===== config.mk =====
export PLATFORM = sky130hd
export DESIGN_NAME = div_flat
export DESIGN_NICKNAME = d
export VERILOG_FILES = /design/src/rtl/div_if.sv /design/src/rtl/div.sv /design/src/flat_wrapper.sv
export SDC_FILE = /design/constraint.sdc
export NUM_CORES = 1
export LEC_CHECK = 0
export ABC_AREA = 0
export CAP_MARGIN = 20
export CORE_ASPECT_RATIO = 1.1
export CORE_MARGIN = 3
export CORE_UTILIZATION = 40
export CTS_CLUSTER_SIZE = 12
export DETAILED_ROUTE_END_ITERATION = 12
export DONT_BUFFER_PORTS = 1
export PLACE_DENSITY = 0.59
export SETUP_SLACK_MARGIN = 0.2
export SLEW_MARGIN = 5
export SYNTH_ARGS = -nofsm -noshare
export SYNTH_HDL_FRONTEND = slang
export SYNTH_SLANG_ARGS = --single-unit

===== constraint.sdc =====
create_clock -name clk -period 3.7 [get_ports clk]
set_input_delay 0.74 -clock clk [delete_from_list [all_inputs] [get_ports clk]]
set_output_delay 0.74 -clock clk [all_outputs]
set_load 0.1 [all_outputs]

===== src/rtl/div_if.sv =====
`default_nettype none
// ============================================================================
//  Module   : div_if
//  Brief    : Request/result bundle between the execute stage and the
//             multi-cycle divider.
//  Revision : 1.0 - initial release
// ============================================================================
interface div_if;
    logic        start_i;
    logic        annul_i;
    logic        signed_div_i;
    logic [31:0] opdata1_i;
    logic [31:0] opdata2_i;
    logic [63:0] result_o;
    logic        ready_o;

    // Execute stage side: issues requests, consumes the result.
    modport master (
        output start_i,
        output annul_i,
        output signed_div_i,
        output opdata1_i,
        output opdata2_i,
        input  result_o,
        input  ready_o
    );

    // Divider side.
    modport slave (
        input  start_i,
        input  annul_i,
        input  signed_div_i,
        input  opdata1_i,
        input  opdata2_i,
        output result_o,
        output ready_o
    );
endinterface : div_if
`default_nettype wire


===== src/rtl/div.sv =====
`default_nettype none
// ============================================================================
//  Module   : div
//  Brief    : 32-bit signed/unsigned restoring divider, one quotient bit per
//             cycle. result_o = {remainder, quotient}; divide-by-zero gives 0.
//  Revision : 1.0 - initial release
// ============================================================================
module div (
    input  wire   clk,
    input  wire   rst,
    div_if.slave  bus
);

    typedef enum logic [1:0] {
        S_FREE   = 2'd0,
        S_BYZERO = 2'd1,
        S_ON     = 2'd2,
        S_END    = 2'd3
    } state_t;

    localparam logic [5:0] c_LAST_ITER = 6'd32;

    state_t      r_state,  w_state_next;
    logic [5:0]  r_cnt,    w_cnt_next;
    logic [31:0] r_rem,    w_rem_next;     // partial remainder
    logic [31:0] r_dvd,    w_dvd_next;     // dividend bits out at top, quotient bits in at bottom
    logic [31:0] r_dsr,    w_dsr_next;     // divisor magnitude
    logic        r_neg_q,  w_neg_q_next;   // quotient needs negation
    logic        r_neg_r,  w_neg_r_next;   // remainder needs negation
    logic [63:0] r_result, w_result_next;
    logic        r_ready,  w_ready_next;

    // Trial subtraction for one restoring step; bit 32 set means it went negative.
    logic [32:0] w_shift;
    logic [32:0] w_diff;
    assign w_shift = {r_rem, r_dvd[31]};
    assign w_diff  = w_shift - {1'b0, r_dsr};

    // Operand magnitudes captured at the start-sampling edge.
    logic [31:0] w_abs1;
    logic [31:0] w_abs2;
    assign w_abs1 = (bus.signed_div_i && bus.opdata1_i[31]) ? -bus.opdata1_i : bus.opdata1_i;
    assign w_abs2 = (bus.signed_div_i && bus.opdata2_i[31]) ? -bus.opdata2_i : bus.opdata2_i;

    // Sign-corrected final values (truncation toward zero).
    logic [31:0] w_quo_fix;
    logic [31:0] w_rem_fix;
    assign w_quo_fix = r_neg_q ? -r_dvd : r_dvd;
    assign w_rem_fix = r_neg_r ? -r_rem : r_rem;

    // State and datapath registers; reset returns everything to idle.
    always_ff @(posedge clk) begin
        if (rst) begin
            r_state  <= S_FREE;
            r_cnt    <= 6'd0;
            r_rem    <= 32'd0;
            r_dvd    <= 32'd0;
            r_dsr    <= 32'd0;
            r_neg_q  <= 1'b0;
            r_neg_r  <= 1'b0;
            r_result <= 64'd0;
            r_ready  <= 1'b0;
        end else begin
            r_state  <= w_state_next;
            r_cnt    <= w_cnt_next;
            r_rem    <= w_rem_next;
            r_dvd    <= w_dvd_next;
            r_dsr    <= w_dsr_next;
            r_neg_q  <= w_neg_q_next;
            r_neg_r  <= w_neg_r_next;
            r_result <= w_result_next;
            r_ready  <= w_ready_next;
        end
    end

    // Next-state and datapath update for FREE/BYZERO/ON/END.
    always_comb begin
        w_state_next  = r_state;
        w_cnt_next    = r_cnt;
        w_rem_next    = r_rem;
        w_dvd_next    = r_dvd;
        w_dsr_next    = r_dsr;
        w_neg_q_next  = r_neg_q;
        w_neg_r_next  = r_neg_r;
        w_result_next = r_result;
        w_ready_next  = r_ready;

        case (r_state)
            S_FREE: begin
                w_result_next = 64'd0;
                w_ready_next  = 1'b0;
                // annul_i takes priority over a simultaneous start_i
                if (bus.start_i && !bus.annul_i) begin
                    w_cnt_next   = 6'd0;
                    w_rem_next   = 32'd0;
                    w_dvd_next   = w_abs1;
                    w_dsr_next   = w_abs2;
                    w_neg_q_next = bus.signed_div_i & (bus.opdata1_i[31] ^ bus.opdata2_i[31]);
                    w_neg_r_next = bus.signed_div_i & bus.opdata1_i[31];
                    w_state_next = (bus.opdata2_i == 32'd0) ? S_BYZERO : S_ON;
                end
            end

            S_BYZERO: begin
                w_result_next = 64'd0;
                if (bus.annul_i) begin
                    w_ready_next = 1'b0;
                    w_state_next = S_FREE;
                end else begin
                    w_ready_next = 1'b1;
                    w_state_next = S_END;
                end
            end

            S_ON: begin
                if (bus.annul_i) begin
                    w_result_next = 64'd0;
                    w_ready_next  = 1'b0;
                    w_state_next  = S_FREE;
                end else if (r_cnt == c_LAST_ITER) begin
                    w_result_next = {w_rem_fix, w_quo_fix};
                    w_ready_next  = 1'b1;
                    w_state_next  = S_END;
                end else begin
                    if (!w_diff[32]) begin
                        w_rem_next = w_diff[31:0];
                        w_dvd_next = {r_dvd[30:0], 1'b1};
                    end else begin
                        w_rem_next = w_shift[31:0];
                        w_dvd_next = {r_dvd[30:0], 1'b0};
                    end
                    w_cnt_next = r_cnt + 6'd1;
                end
            end

            S_END: begin
                // Result held while the request is still asserted.
                if (!bus.start_i) begin
                    w_result_next = 64'd0;
                    w_ready_next  = 1'b0;
                    w_state_next  = S_FREE;
                end
            end

            default: begin
                w_state_next = S_FREE;
            end
        endcase
    end

    assign bus.result_o = r_result;
    assign bus.ready_o  = r_ready;

endmodule : div
`default_nettype wire


===== src/flat_wrapper.sv =====
// flat-port wrapper written by rule: the top's interface ports become plain ports
module div_flat 
  (clk, rst, bus_start_i, bus_annul_i, bus_signed_div_i, bus_opdata1_i, bus_opdata2_i, bus_result_o, bus_ready_o);
  div_if bus_i ();
  input  wire clk;
  input  wire rst;
  input wire logic [$bits(bus_i.start_i)-1:0] bus_start_i;
  input wire logic [$bits(bus_i.annul_i)-1:0] bus_annul_i;
  input wire logic [$bits(bus_i.signed_div_i)-1:0] bus_signed_div_i;
  input wire logic [$bits(bus_i.opdata1_i)-1:0] bus_opdata1_i;
  input wire logic [$bits(bus_i.opdata2_i)-1:0] bus_opdata2_i;
  output wire logic [$bits(bus_i.result_o)-1:0] bus_result_o;
  output wire logic [$bits(bus_i.ready_o)-1:0] bus_ready_o;
  assign bus_i.start_i = bus_start_i;
  assign bus_i.annul_i = bus_annul_i;
  assign bus_i.signed_div_i = bus_signed_div_i;
  assign bus_i.opdata1_i = bus_opdata1_i;
  assign bus_i.opdata2_i = bus_opdata2_i;
  assign bus_result_o = bus_i.result_o;
  assign bus_ready_o = bus_i.ready_o;
  div u_core (.clk(clk), .rst(rst), .bus(bus_i));
endmodule

==> results of run 1 <==
==> layer usage <==
metal / up-vias / track usage (%) / part of all wire [%]
met4: 0 / 7.25 / 2.8
met1: 4716 / 28.2 / 45
met5: - / 0 / 0
li1: 4951 / - / -
met2: 254 / 35.3 / 47
met3: 48 / 4.78 / 5.3
==> metrics by stage <==
stage	cell area [µm²]	setup slack, ns	std cells	power [mW]	util, %
final	11700	0.593	1727	6.51	44.6
after global routing	11700	0.364	1727	6.92	44.6
after CTS	11700	0.603	1726	6.53	44.5
after detailed placement	11100	0.516	1695	4.74	42.3
after global placement	11100	0.586	1695	4.73	42.3
after floorplan	10800	0.738	1402	4.12	-
==> registers in the layout, indices dropped and copies added, names as in the netlist <==
signal	flops
u_core.r_neg_q	1
u_core.r_state	2
u_core.r_cnt	6
u_core.r_dvd	32
u_core.bus.result_o	64
u_core.r_neg_r	1
u_core.r_rem	32
u_core.r_dsr	32
u_core.bus.ready_o	1
==> worst paths after layout <==
kind                                          endpoint
hold reg to reg          u_core.r_dsr[27]$_SDFFE_PP0P_
setup reg to reg         u_core.r_rem[29]$_SDFFE_PP0P_
hold / removal    u_core.bus.result_o[18]$_SDFFE_PP0P_
setup / recovery         u_core.r_rem[29]$_SDFFE_PP0P_
==> final cells by class <==
class | count | area share, %
Timing Repair Buffer | 26 | 1.73
Tap cell | 352 | 3.76
Inverter | 55 | 1.76
Multi-Input combinational cell | 1092 | 58.6
Clock inverter | 12 | 1.14
Clock buffer | 19 | 3.78
Sequential cell | 171 | 29.2
==> power groups by stage <==
stage          Sequential (mW)  Combinational, mW  Clock, mW
4_1_cts                   2.36               2.35       1.82
2_1_floorplan             2.30               1.82          0
3_3_place_gp              2.40               2.33          0
6_report                  2.37               2.36       1.78
3_5_place_dp              2.41               2.34          0
5_1_grt                   2.40               2.63       1.90
==> cells by family after synthesis <==
family / share of synthesized area (%)
compound gates: 24.8
xor+xnor: 11.8
fa+ha+maj: 5.06
buf+inv: 4.85
flops: 31.8
mux: 0.0929
simple gates: 21.7
==> worst register-to-register path, cell delays in order (launching register included) <==
cell and delay (ns):
dfxtp_1 0.45, inv_1 0.08, ha_1 0.27, nor2b_1 0.17
o2111a_1 0.21, o21ai_0 0.09, buf_4 0.16, o41ai_2 0.37
a311o_1 0.26, nand3_1 0.11, o41ai_1 0.57, xnor2_1 0.18
o21ai_0 0.08
==> cell usage in the layout, fill, tap and decap left out, types with 6 or more instances in the layout <==
cell       instances
a211oi_1          23
a21o_1             6
a21oi_1          107
a22o_1            28
a22oi_1           39
a32oi_1           14
and3_1             8
buf_4             25
clkbuf_16         17
dfxtp_1          171
ha_1              42
inv_1             54
nand2_1          183
nand2b_1          13
nand3_1           66
nand4_1           10
nor2_1           118
nor3_1            22
nor4_1             6
o211ai_1          21
o21ai_0           79
o31ai_1           33
o41ai_1           12
or3_1             26
or4_1             13
xnor2_1          100
xor2_1            45
==> synth_stat cells, types with 14 or more instances <==
cell type    n  area [µm²]
o21ai_0     79         395
clkbuf_1    76         285
a22oi_1     39         293
nand2_1    183         687
or3_1       26         163
nor2_1     120         450
o211ai_1    21         158
a211oi_1    24         180
a32oi_1     14         123
xor2_1      45         394
a21oi_1    107         536
a22o_1      28         245
xnor2_1    100         876
ha_1        42         526
dfxtp_1    171        3420
nor3_1      23         115
o31ai_1     33         248
nand3_1     66         330
inv_1       54         203
==> flow_summary.yaml, run 1 <==
worst_setup_path:
  path_max_fanout: 4
  critPathKind: "flop to flop"
  path_cells: "inv_1 > ha_1 > nor2b_1 > o2111a_1 > o21ai_0 > buf_4 > o41ai_2 > a311o_1 > nand3_1 > o41ai_1 > xnor2_1 > o21ai_0"
  worstPathArrival_ns: 3.42
  endpoint_kind: "flop"
  start_kind: "flop"
  path_buf_inv: 2
  rr_startpoint: "u_core.r_dsr[1]$_SDFFE_PP0P_"
  path_depth: 12
  critPathSlowestCell: "o41ai_1"
  crit_family: "compound AO/OA/AOI/OAI gates"
  crit_top_cell: "o21ai_0"
  rr_worst_depth: 12
  crit_required_ns: 4.02
  reg2reg_slack_ns: 0.59
  worstSetupStartpoint: "u_core.r_dsr[1]$_SDFFE_PP0P_"
  slowest_delay_ns: 0.57
finish:
  drive_above_1_share_pct: 5.82
  antennaDiodeCount: 0
  multi_input_area_um2: 6870
  seq_area_um2: 3420
  synthToLayoutAreaGrowth_pct: 8.73
  fillers: 2681
  num-nets-final: 1475
outcome:
  status: "finished, final reports clean"
floorplanning:
  die_w_um: 163
  dieArea_um2: 28900
  fp-row-count: 62
  coreArea_um2: 26300
  pin_count: 134
  start_util_pct: 41.0
  chipHeight_um: 178
sta:
  finalHoldViolations: 0
  slew_violations: 0
  clock.fmax_ghz: 0.322
  min_period_ns: 3.11
  tns_ns: 0
  slew_headroom_pct: 28.3
  finalSetupViolCount: 0
  hold_slack_ns: 0.373
  clock_skew_ns: 0.0142
  rsz0062_at_grt: "false"
  worstMarginPinSlew_ns: 1.07
  fin_crit_sh_pct: 84.0
logic_synthesis:
  synth_flop_cell: "dfxtp_1"
  seq_area_frac_synth_pct: 31.8
  synth_nets: 1514
  synth_edf_count: 0
  syn_area_um2: 10800
  async_reset_ff_share_pct: 0
  syn_area_per_cell_um2: 7.69
  synthDistinctLibCells: 66
  yosysWarnings: 0
  synthCells: 1402
  ys_ff_latch: 171
grt:
  first_global_vias: 9139
  grt_pass1_wl_um: 50300
  antenna_found_initial: 0
  overflow: 0
  grt_max_degree: 117
  grtUsageTotal_pct: 21.6
placement:
  io_buffer_count: 0
  gp_congestion: 0.917
  dpl.hpwl_um: 24000
route:
  firstDrtPassIters: 5
  vias: 9969
  drc: 0
  ant_nets: 0
  wl_per_cell_um: 18.5
  routed_wl_um: 32000
  viasPerCell: 5.77
  drt_iter0_drc: 770
power_and_ir_drop:
  clock_power_share_pct: 27.4
  seqPwrFrac_pct: 36.4
  switchingPower_mw: 2.64
  power-per-cell-area_nw_per_um2: 556
  p_comb_share_pct: 36.3
  p_sw_share_pct: 40.5
  leakage_nw: 4.36
  ir_worst_vdd_v: 0.000259
  power.internal_mw: 3.87
min_path:
  hp-start: "rst"
  hold_depth: 1
  holdCritPathClass: "input pin to flop"
clock_network:
  postCtsSetupBuffers: 0
  cts.root.buffer_cell: "clkbuf_16"
  cts_tree: "yes"
  clk-insertion-delay-late_ns: 0.44
  cts_max_level: 4
  hold_buffers: 0
  ctsResizeCount: 0
  numCtsBuffers: 17
  clock_sink_count: 171
  clkSlewWorstSetupHoldPaths_ns: 0.07
  cts_buffer_depth: 2
job:
  maxCapViolCount: 0
Power figures use the tool's default switching activity.
==> run 2: changes to the inputs <==
--- a/config.mk
+++ b/config.mk
@@ -13,7 +13,7 @@
 export CTS_CLUSTER_SIZE = 12
 export DETAILED_ROUTE_END_ITERATION = 12
 export DONT_BUFFER_PORTS = 1
-export PLACE_DENSITY = 0.59
+export PLACE_DENSITY = 0.61
 export SETUP_SLACK_MARGIN = 0.2
 export SLEW_MARGIN = 5
 export SYNTH_ARGS = -nofsm -noshare
==> constraint.sdc (replaced) <==
create_clock -name clk -period 2.5 [get_ports clk]
set_input_delay 0.5 -clock clk [delete_from_list [all_inputs] [get_ports clk]]
set_output_delay 0.5 -clock clk [all_outputs]
set_load 0.1 [all_outputs]
==> run 2 against run 1 <==
The flow now finishes with violations (setup timing). Hold slack got worse by 0.25 ns. Sequential power rose by 39%. Core utilization rose by 13 points. Setup slack got worse by 0.85 ns. Clock-buffer cell count did not move. Routed wire length rose by 12%. Critical path depth fell by 3. First-iteration DRC count rose by 31%. Cell area rose by 29%. Total power rose by 78%. Non-clock buffer count rose by 244. Highest routed layer unchanged.
==> flow_summary.yaml, run 2 (synthesized netlist as in run 1, its figures left out) <==
finish:
  num-nets-final: 1719
  largest_register_ffs: 64
  drive_above_1_share_pct: 32.2
  final_cell_mix: "244 x buf_4, 175 x nand2_1, 150 x dfxtp_1"
  antennaDiodeCount: 0
  synthToLayoutAreaGrowth_pct: 40.4
  final_common_cell: "buf_4"
  layout.cells.non_filler: 1972
grt:
  grt_max_degree: 117
  grtUsageTotal_pct: 23.8
  first_global_vias: 10500
  grt_pass1_wl_um: 55400
  overflow: 0
  antenna_found_initial: 0
clock_network:
  clkSlewWorstSetupHoldPaths_ns: 0.07
  cts_max_level: 4
  cts_buffer_depth: 2
  numCtsBuffers: 17
  cts.root.buffer_cell: "clkbuf_16"
  cts_tree: "yes"
  hold_buffers: 0
  clk-insertion-delay-late_ns: 0.45
  clock_sink_count: 171
power_and_ir_drop:
  power-per-cell-area_nw_per_um2: 766
  ir_worst_vdd_v: 0.000533
  leakage_nw: 5.97
  p_total_mw: 11.6
sta:
  slew_violations: 0
  clock_skew_ns: 0.0130
  finalSetupViolCount: 55
  rsz0062_at_grt: "true"
  fin_crit_sh_pct: 110
  slew_headroom_pct: 53.3
  clock.fmax_ghz: 0.362
  hold_slack_ns: 0.124
  worstMarginPinSlew_ns: 0.700
  min_period_ns: 2.76
  timing.final.ws_setup_ns: -0.262
  finalHoldViolations: 0
outcome:
  violations: "setup timing"
  status: "complete, but fails checks"
route:
  ant_nets: 0
  vias: 11100
  drt_iter0_drc: 1012
  drc: 0
  routed_wl_um: 35700
  viasPerCell: 5.64
  wl_per_cell_um: 18.1
  firstDrtPassIters: 5
floorplanning:
  coreArea_um2: 26300
  fp-row-count: 62
  pin_count: 134
  start_util_pct: 41.0
  chipHeight_um: 178
  dieArea_um2: 28900
  die_w_um: 163
placement:
  dp.cells: 1906
  gp_congestion: 0.884
  dpl.hpwl_um: 26000
  io_buffer_count: 0
worst_setup_path:
  path_buf_inv: 2
  worstPathArrival_ns: 3.10
  rr_worst_depth: 9
  crit_required_ns: 2.83
  endpoint_kind: "flop"
  rr_startpoint: "u_core.r_rem[4]$_SDFFE_PP0P_"
  critPathSlowestCell: "or4_4"
  reg2reg_slack_ns: -0.26
  path_cells: "or4_4 > or4_4 > buf_4 > buf_6 > or2_4 > or3_4 > o31ai_4 > xnor2_1 > a22o_1"
  slowest_delay_ns: 0.52
  path_max_fanout: 2
  crit_top_cell: "or4_4"
  start_kind: "flop"
  critPathKind: "flop to flop"
  crit_family: "simple AND/OR/NAND/NOR gates"
  r2r_end: "u_core.bus.result_o[50]$_SDFFE_PP0P_"
job:
  maxCapViolCount: 0
min_path:
  whs_endpoint: "u_core.r_dsr[18]$_SDFFE_PP0P_"
  hold_depth: 1
  holdCritPathClass: "input pin to flop"
  hp-start: "rst"
## run 2: worst reg2reg max path: cells and delay by family, from the launching register on
kind            cells  cell delay (ns)
compound gates      2             0.41
simple gates        4             1.57
xor+xnor            1             0.10
buf+inv             2             0.25
flops               1             0.32
## run 2: layer usage
metal / vias up / share of wire, % / global-route usage, %
met4: 0 / 2.7 / 8.28
met3: 54 / 4.5 / 3.88
met2: 274 / 50 / 41.2
met5: - / 0 / 0
met1: 5351 / 43 / 29.9
li1: 5444 / - / -
## run 2: metrics by stage
step	cell area (µm²)	worst slack [ns]	util (%)	TNS, ns
6_report	15100	-0.262	57.5	-7.63
5_1_grt	15100	-0.351	57.5	-12.27
4_1_cts	14600	-0.248	55.4	-4.49
3_5_place_dp	13300	-0.267	50.4	-7.70
3_3_place_gp	13300	-0.242	50.4	-5.68
2_1_floorplan	11300	-0.175	-	-2.10
## run 2: how the worst max path moves through the flow
stage	cells after the start	slack [ns]	startpoint	to
floorplan	8	-0.18	u_core.r_rem[19]$_SDFFE_PP0P_	u_core.bus.result_o[63]$_SDFFE_PP0P_
global placement	8	-0.24	u_core.r_rem[4]$_SDFFE_PP0P_	u_core.bus.result_o[60]$_SDFFE_PP0P_
detailed placement	8	-0.27	u_core.r_rem[4]$_SDFFE_PP0P_	u_core.bus.result_o[52]$_SDFFE_PP0P_
CTS	8	-0.25	u_core.r_rem[4]$_SDFFE_PP0P_	u_core.bus.result_o[57]$_SDFFE_PP0P_
global route	9	-0.35	u_core.r_rem[4]$_SDFFE_PP0P_	u_core.bus.result_o[61]$_SDFFE_PP0P_
finish	9	-0.26	u_core.r_rem[4]$_SDFFE_PP0P_	u_core.bus.result_o[50]$_SDFFE_PP0P_
## run 2: cell type report
cell class | count | area (µm²)
Fill cell | 2333 | 11200
Multi-Input combinational cell | 1092 | 8120
Sequential cell | 171 | 3460
Timing Repair Buffer | 270 | 2300
Clock buffer | 19 | 453
Tap cell | 352 | 440
Inverter | 55 | 213
Clock inverter | 13 | 150
## run 2: power breakdown
part,leakage [nW],switching [mW],total [mW],internal [mW]
sequential,1.40,0.292,3.29,3.00
combinational,4.27,3.10,5.54,2.44
clock,0.297,1.28,2.76,1.48
## run 2: timing repair
item,in CTS,in global routing
setup endpoints to repair,63,78
pin swaps,62,51
buffers inserted,16,12
endpoints found under the hold margin,0,0
cloned,4,1
gates resized for setup,107,71
==> run 3: changes to the inputs <==
--- a/config.mk
+++ b/config.mk
@@ -13,7 +13,8 @@
 export CTS_CLUSTER_SIZE = 12
 export DETAILED_ROUTE_END_ITERATION = 12
 export DONT_BUFFER_PORTS = 1
-export PLACE_DENSITY = 0.61
+export HOLD_SLACK_MARGIN = 0.12
+export PLACE_DENSITY = 0.59
 export SETUP_SLACK_MARGIN = 0.2
 export SLEW_MARGIN = 5
 export SYNTH_ARGS = -nofsm -noshare
==> constraint.sdc (replaced) <==
create_clock -name clk -period 2.7 [get_ports clk]
set_input_delay 0.54 -clock clk [delete_from_list [all_inputs] [get_ports clk]]
set_output_delay 0.54 -clock clk [all_outputs]
set_load 0.1 [all_outputs]
==> run 3 against run 2 <==
Highest routed layer unchanged. Critical path depth down 1. Die area unchanged. Hold slack better by 0.055 ns. First-iteration DRC count down 24%. Critical path type unchanged. Clock-buffer cell count unchanged. The run still ends with setup timing left. Global-route usage down 0.98 points. Non-clock buffer count down 60. Fmax up 0.93%.
==> flow_summary.yaml, run 3 (synthesized netlist as in run 1, its figures left out) <==
outcome:
  status: "complete, but fails checks"
  violations: "setup timing"
finish:
  num-nets-final: 1659
  layout.cells.non_filler: 1912
  final_common_cell: "buf_4"
  drive_above_1_share_pct: 28.6
  antennaDiodeCount: 0
  synthToLayoutAreaGrowth_pct: 34.1
  largest_register_ffs: 64
  fillers: 2343
  final_cell_mix: "188 x buf_4, 174 x nand2_1, 152 x dfxtp_1"
floorplanning:
  die_w_um: 163
  coreArea_um2: 26300
  start_util_pct: 41.0
  fp-row-count: 62
  pin_count: 134
  chipHeight_um: 178
  dieArea_um2: 28900
power_and_ir_drop:
  p_sw_share_pct: 40.2
  switchingPower_mw: 4.16
  clock_power_share_pct: 24.5
  seqPwrFrac_pct: 29.6
  power-per-cell-area_nw_per_um2: 717
  ir_worst_vdd_v: 0.000539
  leakage_nw: 5.62
  p_comb_share_pct: 45.9
  power.internal_mw: 6.20
worst_setup_path:
  crit_family: "simple AND/OR/NAND/NOR gates"
  slowest_delay_ns: 0.51
  path_cells: "or4_4 > or4_4 > or3_4 > nor4_4 > nand4_4 > o31ai_4 > xnor2_1 > a22o_1"
  worstPathArrival_ns: 3.07
  critPathSlowestCell: "or4_4"
  start_kind: "flop"
  crit_top_cell: "or4_4"
  path_buf_inv: 0
  endpoint_kind: "flop"
  crit_required_ns: 3.03
  critPathKind: "flop to flop"
  path_max_fanout: 7
grt:
  overflow: 0
  grt_max_degree: 117
  grt_pass1_wl_um: 53200
  antenna_found_initial: 0
  first_global_vias: 10000
  grtUsageTotal_pct: 22.8
sta:
  rsz0062_at_grt: "true"
  fin_crit_sh_pct: 101
  min_period_ns: 2.74
  slew_headroom_pct: 33.8
  finalSetupViolCount: 9
  worstMarginPinSlew_ns: 0.992
  timing.final.ws_setup_ns: -0.0365
  finalHoldViolations: 0
  clock.fmax_ghz: 0.365
  slew_violations: 0
  tns_ns: -0.186
  clock_skew_ns: 0.0129
clock_network:
  clock_sink_count: 171
  clk-insertion-delay-late_ns: 0.44
  clkSlewWorstSetupHoldPaths_ns: 0.07
  cts_max_level: 4
  numCtsBuffers: 17
  cts_buffer_depth: 2
  hold_buffers: 0
  cts.root.buffer_cell: "clkbuf_16"
  cts_tree: "yes"
route:
  met1_length_um: 14700
  firstDrtPassIters: 5
  drc: 0
  vias: 10700
  ant_nets: 0
  dr_wl_met2_um: 17000
  wl_per_cell_um: 18.0
  highest_layer: "met4"
  drt_iter0_drc: 765
  met3_length_um: 1850
  viasPerCell: 5.61
  routed_wl_um: 34500
job:
  maxCapViolCount: 0
placement:
  io_buffer_count: 0
  place_ws_ns: -0.0447
  dp.cells: 1856
  dpl.hpwl_um: 25000
  gp_congestion: 0.924
min_path:
  holdCritPathClass: "input pin to flop"
==> run 3: metrics by stage <==
step | instance area [µm²] | utilization [%] | power [mW] | hold WS, ns
finish | 14400 | 54.9 | 10.4 | 0.178
global route | 14400 | 54.9 | 11.0 | 0.169
CTS | 13800 | 52.7 | 9.94 | 0.165
detailed placement | 12600 | 47.9 | 6.94 | 0.442
global placement | 12600 | 47.9 | 6.89 | 0.436
floorplan | 11000 | - | 5.77 | 0.432
==> run 3: cell type report <==
type                            instances  area (µm²)  area share [%]
Clock inverter                         13         154            1.07
Sequential cell                       171        3450            23.9
Tap cell                              352         440            3.05
Timing Repair Buffer                  210        1780            12.3
Inverter                               55         206            1.43
Clock buffer                           19         443            3.07
Multi-Input combinational cell       1092        7970            55.2
==> run 3: timing repair <==
| action | 4_1_cts | 5_1_grt |
|---|---|---|
| setup buffers | 14 | 5 |
| endpoints found under the setup margin | 56 | 62 |
| cloned | 2 | 3 |
| resized for setup | 122 | 100 |
| pin swaps | 39 | 50 |
==> run 3: power groups by stage <==
stage | Combinational, mW | Sequential (mW) | Clock (mW)
after global routing | 5.18 | 3.10 | 2.69
after floorplan | 2.62 | 3.16 | 0
after global placement | 3.81 | 3.09 | 0
after CTS | 4.31 | 3.05 | 2.58
final | 4.75 | 3.06 | 2.54
after detailed placement | 3.85 | 3.09 | 0
==> run 3: final timing paths <==
kind                            startpoint                              endpoint  slack, ns  cells after the start
max           u_core.r_rem[5]$_SDFFE_PP0P_  u_core.bus.result_o[63]$_SDFFE_PP0P_      -0.04                      8
min                                    rst         u_core.r_dsr[17]$_SDFFE_PP0P_       0.18                      1
max reg2reg   u_core.r_rem[5]$_SDFFE_PP0P_  u_core.bus.result_o[63]$_SDFFE_PP0P_      -0.04                      8
min reg2reg  u_core.r_dsr[30]$_SDFFE_PP0P_         u_core.r_dsr[30]$_SDFFE_PP0P_       0.46                      2
==> run 3: routing by layer <==
layer	GRT usage (%)	vias up
li1	-	5340
met1	28.9	5045
met2	39.2	283
met3	4.92	50
met4	6.11	0
met5	0	-
==> run 3: worst register-to-register path, delay by kind of cell (launching register included) <==
family,cells,cell delay [ns]
compound gates,2,0.46
xor+xnor,1,0.09
simple gates,5,1.75
flops,1,0.34
